File: config.mk
export PLATFORM = sky130hd
export DESIGN_NAME = hilo_muldiv_sequencer
export DESIGN_NICKNAME = d
export VERILOG_FILES = /design/src/rtl/hilo_muldiv_sequencer.sv
export SDC_FILE = /design/constraint.sdc
export NUM_CORES = 2
export LEC_CHECK = 0
export BUFFER_PORTS_ARGS = -buffer_cell sky130_fd_sc_hd__buf_2
export CORE_ASPECT_RATIO = 1.25
export CORE_UTILIZATION = 65
export CTS_BUF_LIST = sky130_fd_sc_hd__clkbuf_8
export DETAILED_ROUTE_END_ITERATION = 6
export GPL_TIMING_DRIVEN = 0
export MAX_ROUTING_LAYER = met4
export PLACE_DENSITY_LB_ADDON = 0.15
export SYNTH_ARGS = -nofsm -noshare
export SYNTH_HDL_FRONTEND = slang
export SYNTH_SLANG_ARGS = --single-unit
File: constraint.sdc
create_clock -name Clk -period 21.7 [get_ports Clk]
set_input_delay 3.255 -clock Clk [delete_from_list [all_inputs] [get_ports Clk]]
set_output_delay 3.255 -clock Clk [all_outputs]
set_load 0.01 [all_outputs]
File: src/rtl/hilo_muldiv_sequencer.sv
// hilo_muldiv_sequencer
// Owns the HI/LO register pair. It runs multiply-class ops (MULT/MULTU/MADD/MSUB)
// through a fixed-latency path and DIV/DIVU through a 32-step restoring divider.
// It also services MTHI/MTLO writes directly.
// Ports:
//   Clk        rising-edge clock
//   Reset      asynchronous active-high reset
//   Start      request strobe, accepted in IDLE or FIN
//   Op[2:0]    0 MULT, 1 MULTU, 2 MADD, 3 MSUB, 4 DIV, 5 DIVU, 6 MTHI, 7 MTLO
//   A, B       rs / rt operands
//   Busy       high while a mul/div is in flight (MUL, DIV, FIX)
//   Done       one-cycle pulse after a commit or a div-by-zero abort
//   DivByZero  pulses together with Done when the divisor was zero
//   HI, LO     architectural HI/LO registers
module hilo_muldiv_sequencer #(
  parameter int unsigned MUL_CYCLES = 4
) (
  input  logic        Clk,
  input  logic        Reset,
  input  logic        Start,
  input  logic [2:0]  Op,
  input  logic [31:0] A,
  input  logic [31:0] B,
  output logic        Busy,
  output logic        Done,
  output logic        DivByZero,
  output logic [31:0] HI,
  output logic [31:0] LO
);

  typedef enum logic [2:0] {S_IDLE, S_MUL, S_DIV, S_FIX, S_FIN} state_t;

  localparam logic [4:0] MUL_LAST = 5'(MUL_CYCLES - 1);

  state_t      r_state, w_next;
  logic [4:0]  r_cnt;
  logic [31:0] r_hi, r_lo;
  logic [31:0] r_ma, r_mb;
  logic [1:0]  r_mop;
  logic [31:0] r_rem, r_quo, r_dvsr;
  logic        r_qneg, r_rneg, r_dbz;

  logic        w_accept, w_is_mul, w_is_div, w_div_signed, w_b_zero;
  logic        w_a_neg, w_b_neg;
  logic [31:0] w_a_mag, w_b_mag;
  logic        w_mul_signed;
  logic [63:0] w_ea, w_eb, w_prod, w_mul_res;
  logic [32:0] w_shift;
  logic        w_ge;
  logic [31:0] w_diff;

  assign w_accept     = Start && (r_state == S_IDLE || r_state == S_FIN);
  assign w_is_mul     = ~Op[2];
  assign w_is_div     = Op[2] & ~Op[1];
  assign w_div_signed = ~Op[0];
  assign w_b_zero     = (B == '0);
  assign w_a_neg      = w_div_signed & A[31];
  assign w_b_neg      = w_div_signed & B[31];
  assign w_a_mag      = w_a_neg ? -A : A;
  assign w_b_mag      = w_b_neg ? -B : B;

  // Sign/zero-extend to 64 bits so one 64x64 product (mod 2^64) covers both
  // signed and unsigned forms.
  assign w_mul_signed = (r_mop != 2'd1);
  assign w_ea         = {{32{w_mul_signed & r_ma[31]}}, r_ma};
  assign w_eb         = {{32{w_mul_signed & r_mb[31]}}, r_mb};
  assign w_prod       = w_ea * w_eb;

  always_comb begin
    case (r_mop)
      2'd2:    w_mul_res = {r_hi, r_lo} + w_prod;
      2'd3:    w_mul_res = {r_hi, r_lo} - w_prod;
      default: w_mul_res = w_prod;
    endcase
  end

  // Restoring step: the remainder is kept below the divisor, so a 32-bit
  // difference is exact whenever the trial subtract succeeds.
  assign w_shift = {r_rem, r_quo[31]};
  assign w_ge    = (w_shift >= {1'b0, r_dvsr});
  assign w_diff  = w_shift[31:0] - r_dvsr;

  // State register
  always_ff @(posedge Clk or posedge Reset) begin
    if (Reset) r_state <= S_IDLE;
    else       r_state <= w_next;
  end

  // Next-state logic
  always_comb begin
    w_next = r_state;
    case (r_state)
      S_IDLE, S_FIN: begin
        w_next = S_IDLE;
        if (w_accept) begin
          if (w_is_mul)      w_next = S_MUL;
          else if (w_is_div) w_next = w_b_zero ? S_FIN : S_DIV;
        end
      end
      S_MUL:   if (r_cnt == '0) w_next = S_FIN;
      S_DIV:   if (r_cnt == '0) w_next = S_FIX;
      S_FIX:   w_next = S_FIN;
      default: w_next = S_IDLE;
    endcase
  end

  // Output logic
  always_comb begin
    Busy      = 1'b0;
    Done      = 1'b0;
    DivByZero = 1'b0;
    case (r_state)
      S_MUL, S_DIV, S_FIX: Busy = 1'b1;
      S_FIN: begin
        Done      = 1'b1;
        DivByZero = r_dbz;
      end
      default: ;
    endcase
  end

  // Datapath
  always_ff @(posedge Clk or posedge Reset) begin
    if (Reset) begin
      r_cnt  <= '0;
      r_hi   <= '0;
      r_lo   <= '0;
      r_ma   <= '0;
      r_mb   <= '0;
      r_mop  <= '0;
      r_rem  <= '0;
      r_quo  <= '0;
      r_dvsr <= '0;
      r_qneg <= 1'b0;
      r_rneg <= 1'b0;
      r_dbz  <= 1'b0;
    end else begin
      r_dbz <= w_accept & w_is_div & w_b_zero;
      case (r_state)
        S_IDLE, S_FIN: begin
          if (w_accept) begin
            if (w_is_mul) begin
              r_ma  <= A;
              r_mb  <= B;
              r_mop <= Op[1:0];
              r_cnt <= MUL_LAST;
            end else if (w_is_div) begin
              if (!w_b_zero) begin
                r_quo  <= w_a_mag;
                r_dvsr <= w_b_mag;
                r_rem  <= '0;
                r_qneg <= w_a_neg ^ w_b_neg;
                r_rneg <= w_a_neg;
                r_cnt  <= 5'd31;
              end
            end else if (!Op[0]) begin
              r_hi <= A;
            end else begin
              r_lo <= A;
            end
          end
        end
        S_MUL: begin
          if (r_cnt == '0) {r_hi, r_lo} <= w_mul_res;
          else             r_cnt <= r_cnt - 5'd1;
        end
        S_DIV: begin
          r_rem <= w_ge ? w_diff : w_shift[31:0];
          r_quo <= {r_quo[30:0], w_ge};
          if (r_cnt != '0) r_cnt <= r_cnt - 5'd1;
        end
        S_FIX: begin
          r_lo <= r_qneg ? -r_quo : r_quo;
          r_hi <= r_rneg ? -r_rem : r_rem;
        end
        default: ;
      endcase
    end
  end

  assign HI = r_hi;
  assign LO = r_lo;

endmodule

* Yosys cells after proc, flatten, opt, wreduce, memory -nomap -nowiden *
Index checks and enable logic that the tools add are counted.

word-level totals
  flip-flop bits (word level) = 237
  bits of input ports = 70
  logic and storage cells = 118

cells by class
  add/sub/neg operators = 8
  multiply operators = 1
  $lt $le $gt $ge = 1
  equal/unequal tests = 20
  mux-type cells = 45
  bitwise operators = 12
  reductions and logical operators = 18

operator list
  operator                                                          count
  32-bit two-way mux                                                23
  32-bit case mux with 3 select lines                               2
  32-bit negation                                                   4
  32-bit case mux with 2 select lines                               2
  64-bit case mux with 2 select lines                               1
  64-bit adder                                                      1
  33-bit by 33-bit multiplier with 64-bit output                    1
  64-bit subtractor                                                 1
  33-bit by 32-bit >= comparator with 1-bit output                  1
  32-bit logical NOT                                                1
  32-bit subtractor                                                 1
  5-bit two-way mux                                                 6
  2-bit inequality test (second input constant)                     11
  3-bit two-way mux                                                 6
  6-bit AND reduction                                               3
  5-bit case mux with 3 select lines                                1
  3-bit case mux with 4 select lines                                1
  5-bit AND reduction                                               2
  1-bit bitwise AND                                                 7
  3-bit by 2-bit == test with 1-bit output (second input constant)  2
  3-bit inequality test (second input constant)                     2
  3-bit nonzero test                                                2
  5-bit logical NOT                                                 1
  5-bit nonzero test                                                1
  other kinds (16)                                                  22

* Depth between registers and ports, before layout *
  word-level depth = 8
  gate-level depth with buffers = 50

* Worst setup path before layout *
OpenSTA, ideal clock, no wires.

  kind = register to register
  from = register r_mb[6]
  to = register r_hi[31] (netlist: HI[31])
  setup time = 0.092 ns
  data arrival time = 10.783 ns
  data required time = 21.608 ns
  slack = 10.825 ns
  stages on the path, launching flop included = 47
  clock period less this slack = 10.875 ns
  path through = dfrtp_1 clkbuf_1 clkbuf_1 nand2_1 fa_1 inv_1 fa_1 inv_1 fa_1 inv_1 fa_1 inv_1 fa_1 fa_1 inv_1 fa_1 fa_1 ha_1 [... 11 more ...] o21ai_0 xor2_1 ha_1 a21oi_1 o21ai_0 a21oi_1 o21ai_0 a21o_1 a221o_1 a21oi_1 o211a_1 nor3_1 o22a_1 a311oi_1 xnor2_1 xnor2_1 and3_2 o31ai_2

on the way
  longest elaborated chain between the ends = 5
  elaborated cells on any way between the ends = 6
  those cells by class = add/sub (2); mul (1); mux (3)

RTL lines
  item                                                RTL line  RTL
  start, declared                                     38        logic [31:0] r_ma, r_mb;
  start signal, assigned                              129       r_mb <= '0;
  start signal, assigned                              144       r_mb <= B;
  33-bit by 33-bit multiplier with 64-bit output (*)  67        assign w_prod = w_ea * w_eb;
  64-bit subtractor or 64-bit adder (tied branches)   72, 71
  64-bit case mux with 2 select lines (*)             70        case (r_mop)
  32-bit two-way mux (*)                              164       if (r_cnt == '0) {r_hi, r_lo} <= w_mul_res;
  32-bit case mux with 3 select lines (*)             139       case (r_state)
  end signal, assigned                                164
  end signal, assigned                                174       r_hi <= r_rneg ? -r_rem : r_rem;
  end, declared                                       37        logic [31:0] r_hi, r_lo;

Mark *: on every way between the ends. The rest lies on a longest branch, timed or not. The select of a mux whose other input is x is not followed.
A chain may end at the register's enable or synchronous reset.

* Final worst setup path *
  from = register r_mb[9]
  to = register r_hi[31] (netlist: HI[31])

Same word-level chain as after synthesis.

==> results.md <==
- Status: finished, violations left
- Failing checks: DRC
- Critical Setup Path Class: register to register
- CTS clk-pin slew, worst paths: 0.07 ns
- Clk sinks: 237
- Avg Cell Area, Syn: 8.63 µm²
- Yosys cell types: 98
- Worst-path fanout max: 10
- Leading area contributor after synthesis: fa_1
- Net count after synthesis: 8226
- Slowest CP cell: clkbuf_1
- Min Hold Slack: 0.487 ns
- Post-Route WL: 213000 µm
- Synth top area cells: fa_1 (39%), dfrtp_1 (10%), inv_1 (8.1%)
- Worst EP required: 22.19 ns
- Core area: 88400 µm²
- Top cells by count, synth: inv_1 (1248), fa_1 (1127), nand2_1 (1079), clkbuf_1 (340), a21oi_1 (325)
- ANT nets after route: 0
- Total of warnings raised by yosys: 0
- Layout area overhead: 5.24%
- Period minus WS final: 14.04 ns
- Initial antenna violation count: 23
- Flop-to-flop setup slack: 7.66 ns
- Hold path endpoint: r_dvsr[0]$_DFFE_PP0P_
- Fill cell count: 7336
- Reg2reg start: r_mb[9]$_DFFE_PP0P_
- Nets@finish: 8400
- Worst skew pair latency: 0.62 ns
- Die width: 269 µm
- Port bufs: 134
- H-tree depth: 2
- Remaining DRCs: 2
- Routability cong.: 1.13
- Die height: 336 µm
- Pre-Repair DR Iteration Count: 7
- Setup repair bufs after CTS: 0
- Total GRT Usage: 50.0%
- Top-level I/O count: 137
- Asr flop ratio synth: 100%
- Largest stage delay, worst path: 0.96 ns
- Share of cells above drive strength 1: 4.92%
- Portion of netlist area occupied by mux cells: 1.86%
- Reg-to-reg endpoint: HI[31]$_DFFE_PP0P_
- Site Rows: 122
- Final setup vio count: 0
- Post-synth top area share: 38.9%
- Max Clk Rate: 0.0712 GHz
- Post-cts resize count: 0
- Clock tree buffer depth: 3
- WL/cell: 26.2 µm
- Post-synth EDFFs: 0
- CP Launch Type: register
- Worst-Margin Slew: 1.38 ns
- Most frequent cell after synthesis: inv_1
- Final worst slack: 7.66 ns
- Synth Instances: 6715
- Global-route wire length before repair: 317000 µm
- Hold WC Path Type: register to register
- Hold path depth: 2
- Crit path DAT: 14.53 ns
- Largest net degree at the start of global routing: 121
- Post-Syn Area: 57900 µm²
- Relative slew slack: 6.86%
- Max_cap viols: 0
- Adder-Cell Fraction of Synth Area: 45.7%
- Via density: 6.20
- Seq cells post-synth: 237
- Most frequent CP cell: fa_1
- Simple-gate share of the synthesized area: 15.8%
- Worst r2r path cells: 44
- Main synth FF type: dfrtp_1
- Gr ovfl total: 0
- Worst Setup End Kind: register
- Sum Neg Setup Slack: 0 ns
- Count of hold-fix buffers inserted at cts: 0
- CTS tree: done
- Final Max Tran Viols: 0
- Compound-gate portion of the synthesized area: 11.0%
- Largest family of logic cells by synthesized area: adder cells
- Root Driver: clkbuf_8
- Initial Util: 65.5%
- Via count: 50365
- Hpwl dp: 179000 µm
- Xor/xnor share of the synthesized area: 4.88%
- Die area: 90300 µm²
- Post-synthesis sequential area ratio: 10.2%
- Inserted Clock Buffers: 35
- Vias in the first global route: 51989
- Part of the cycle the worst path needs: 64.7%
- First DRT Iteration DRCs: 5411
- Hold Violations, Final: 0
- RSZ-0062 raised after global routing: no
- Clk_skew: 0.0511 ns
- Pre-CTS setup slack: 8.13 ns
- Worst hold start: r_dvsr[0]$_DFFE_PP0P_
-- sequential cells by signal (all words and copies together), names as in the netlist --
| name | cells |
|---|---|
| HI | 32 |
| LO | 32 |
| r_cnt | 5 |
| r_dbz | 1 |
| r_dvsr | 32 |
| r_ma | 32 |
| r_mb | 32 |
| r_mop | 2 |
| r_qneg | 1 |
| r_quo | 32 |
| r_rem | 32 |
| r_rneg | 1 |
| r_state | 3 |
-- placed cells by master (no fill, tap or decap), types with 31 or more instances in the layout --
master,instances
a211oi_1,38
a21o_1,77
a21oi_1,325
a31oi_1,31
and2_1,283
and3_1,42
buf_2,136
clkbuf_1,339
clkbuf_8,43
dfrtp_1,237
fa_1,1126
ha_1,314
inv_1,1258
mux2_2,76
nand2_1,1079
nand2b_1,33
nand3_1,45
nor2_1,267
nor3_1,46
o21ai_0,263
o31ai_1,35
or2_2,32
or3_1,31
xnor2_1,183
xor2_1,140
-- per-stage QoR --
stage / std cells / instance area [µm²] / utilization [%]
5_1_grt: 8109 / 60900 / 69.0
4_1_cts: 8092 / 60900 / 68.9
3_3_place_gp: 8027 / 60100 / 68.0
3_5_place_dp: 8030 / 60100 / 68.1
6_report: 8117 / 61000 / 69.0
2_1_floorplan: 6715 / 57900 / -
-- worst max-delay path by stage --
stage	start	endpoint	cells past startpoint
final	r_mb[9]$_DFFE_PP0P_	HI[31]$_DFFE_PP0P_	44
after global routing	r_mb[9]$_DFFE_PP0P_	HI[31]$_DFFE_PP0P_	43
after CTS	r_mb[9]$_DFFE_PP0P_	HI[31]$_DFFE_PP0P_	43
after detailed placement	r_mb[9]$_DFFE_PP0P_	HI[31]$_DFFE_PP0P_	43
after global placement	r_mb[9]$_DFFE_PP0P_	HI[31]$_DFFE_PP0P_	43
after floorplan	r_mb[6]$_DFFE_PP0P_	HI[31]$_DFFE_PP0P_	46
-- kinds of logic (layout without fill, tap and decap cells) --
family | after synthesis | after routing
AND/OR/NAND/NOR | 1993 | 1993
buffers and inverters | 1607 | 1806
adder cells (fa/ha/maj) | 1441 | 1441
AO/OA/AOI/OAI | 1016 | 1016
XOR/XNOR | 323 | 323
flip-flops | 237 | 237
multiplexers | 98 | 98
other | 0 | 25
-- worst max-delay path: cells and delay by family (launching register included) --
family | cells | cell delay, ns
adders and majority gates | 10 | 4.81
and+or+nand+nor | 8 | 2.00
DFF | 1 | 0.32
AOI/OAI and AO/OA | 16 | 3.96
buffers and inverters | 6 | 2.12
xor gates and xnor gates | 4 | 0.73
-- cell type report --
class | count | area (µm²) | area share (%)
clock buffer | 43 | 592 | 0.971
multi-input combinational | 4871 | 46000 | 75.4
tap | 1178 | 1470 | 2.42
inverter | 1248 | 4690 | 7.70
clock inverter | 19 | 165 | 0.271
timing repair buffer | 137 | 731 | 1.20
antenna | 25 | 62.6 | 0.103
sequential | 237 | 5930 | 9.73
buffer | 359 | 1370 | 2.25
-- per-layer routing --
metal	wire length, µm	track usage [%]
met2	94000	73.6
met1	71000	56.3
met5	0	-
met4	24300	45.5
met3	23600	11.8
Power is left out: the tool's default activity adds up to more than one toggle a clock period on the data nets, which glitch-free logic cannot reach.
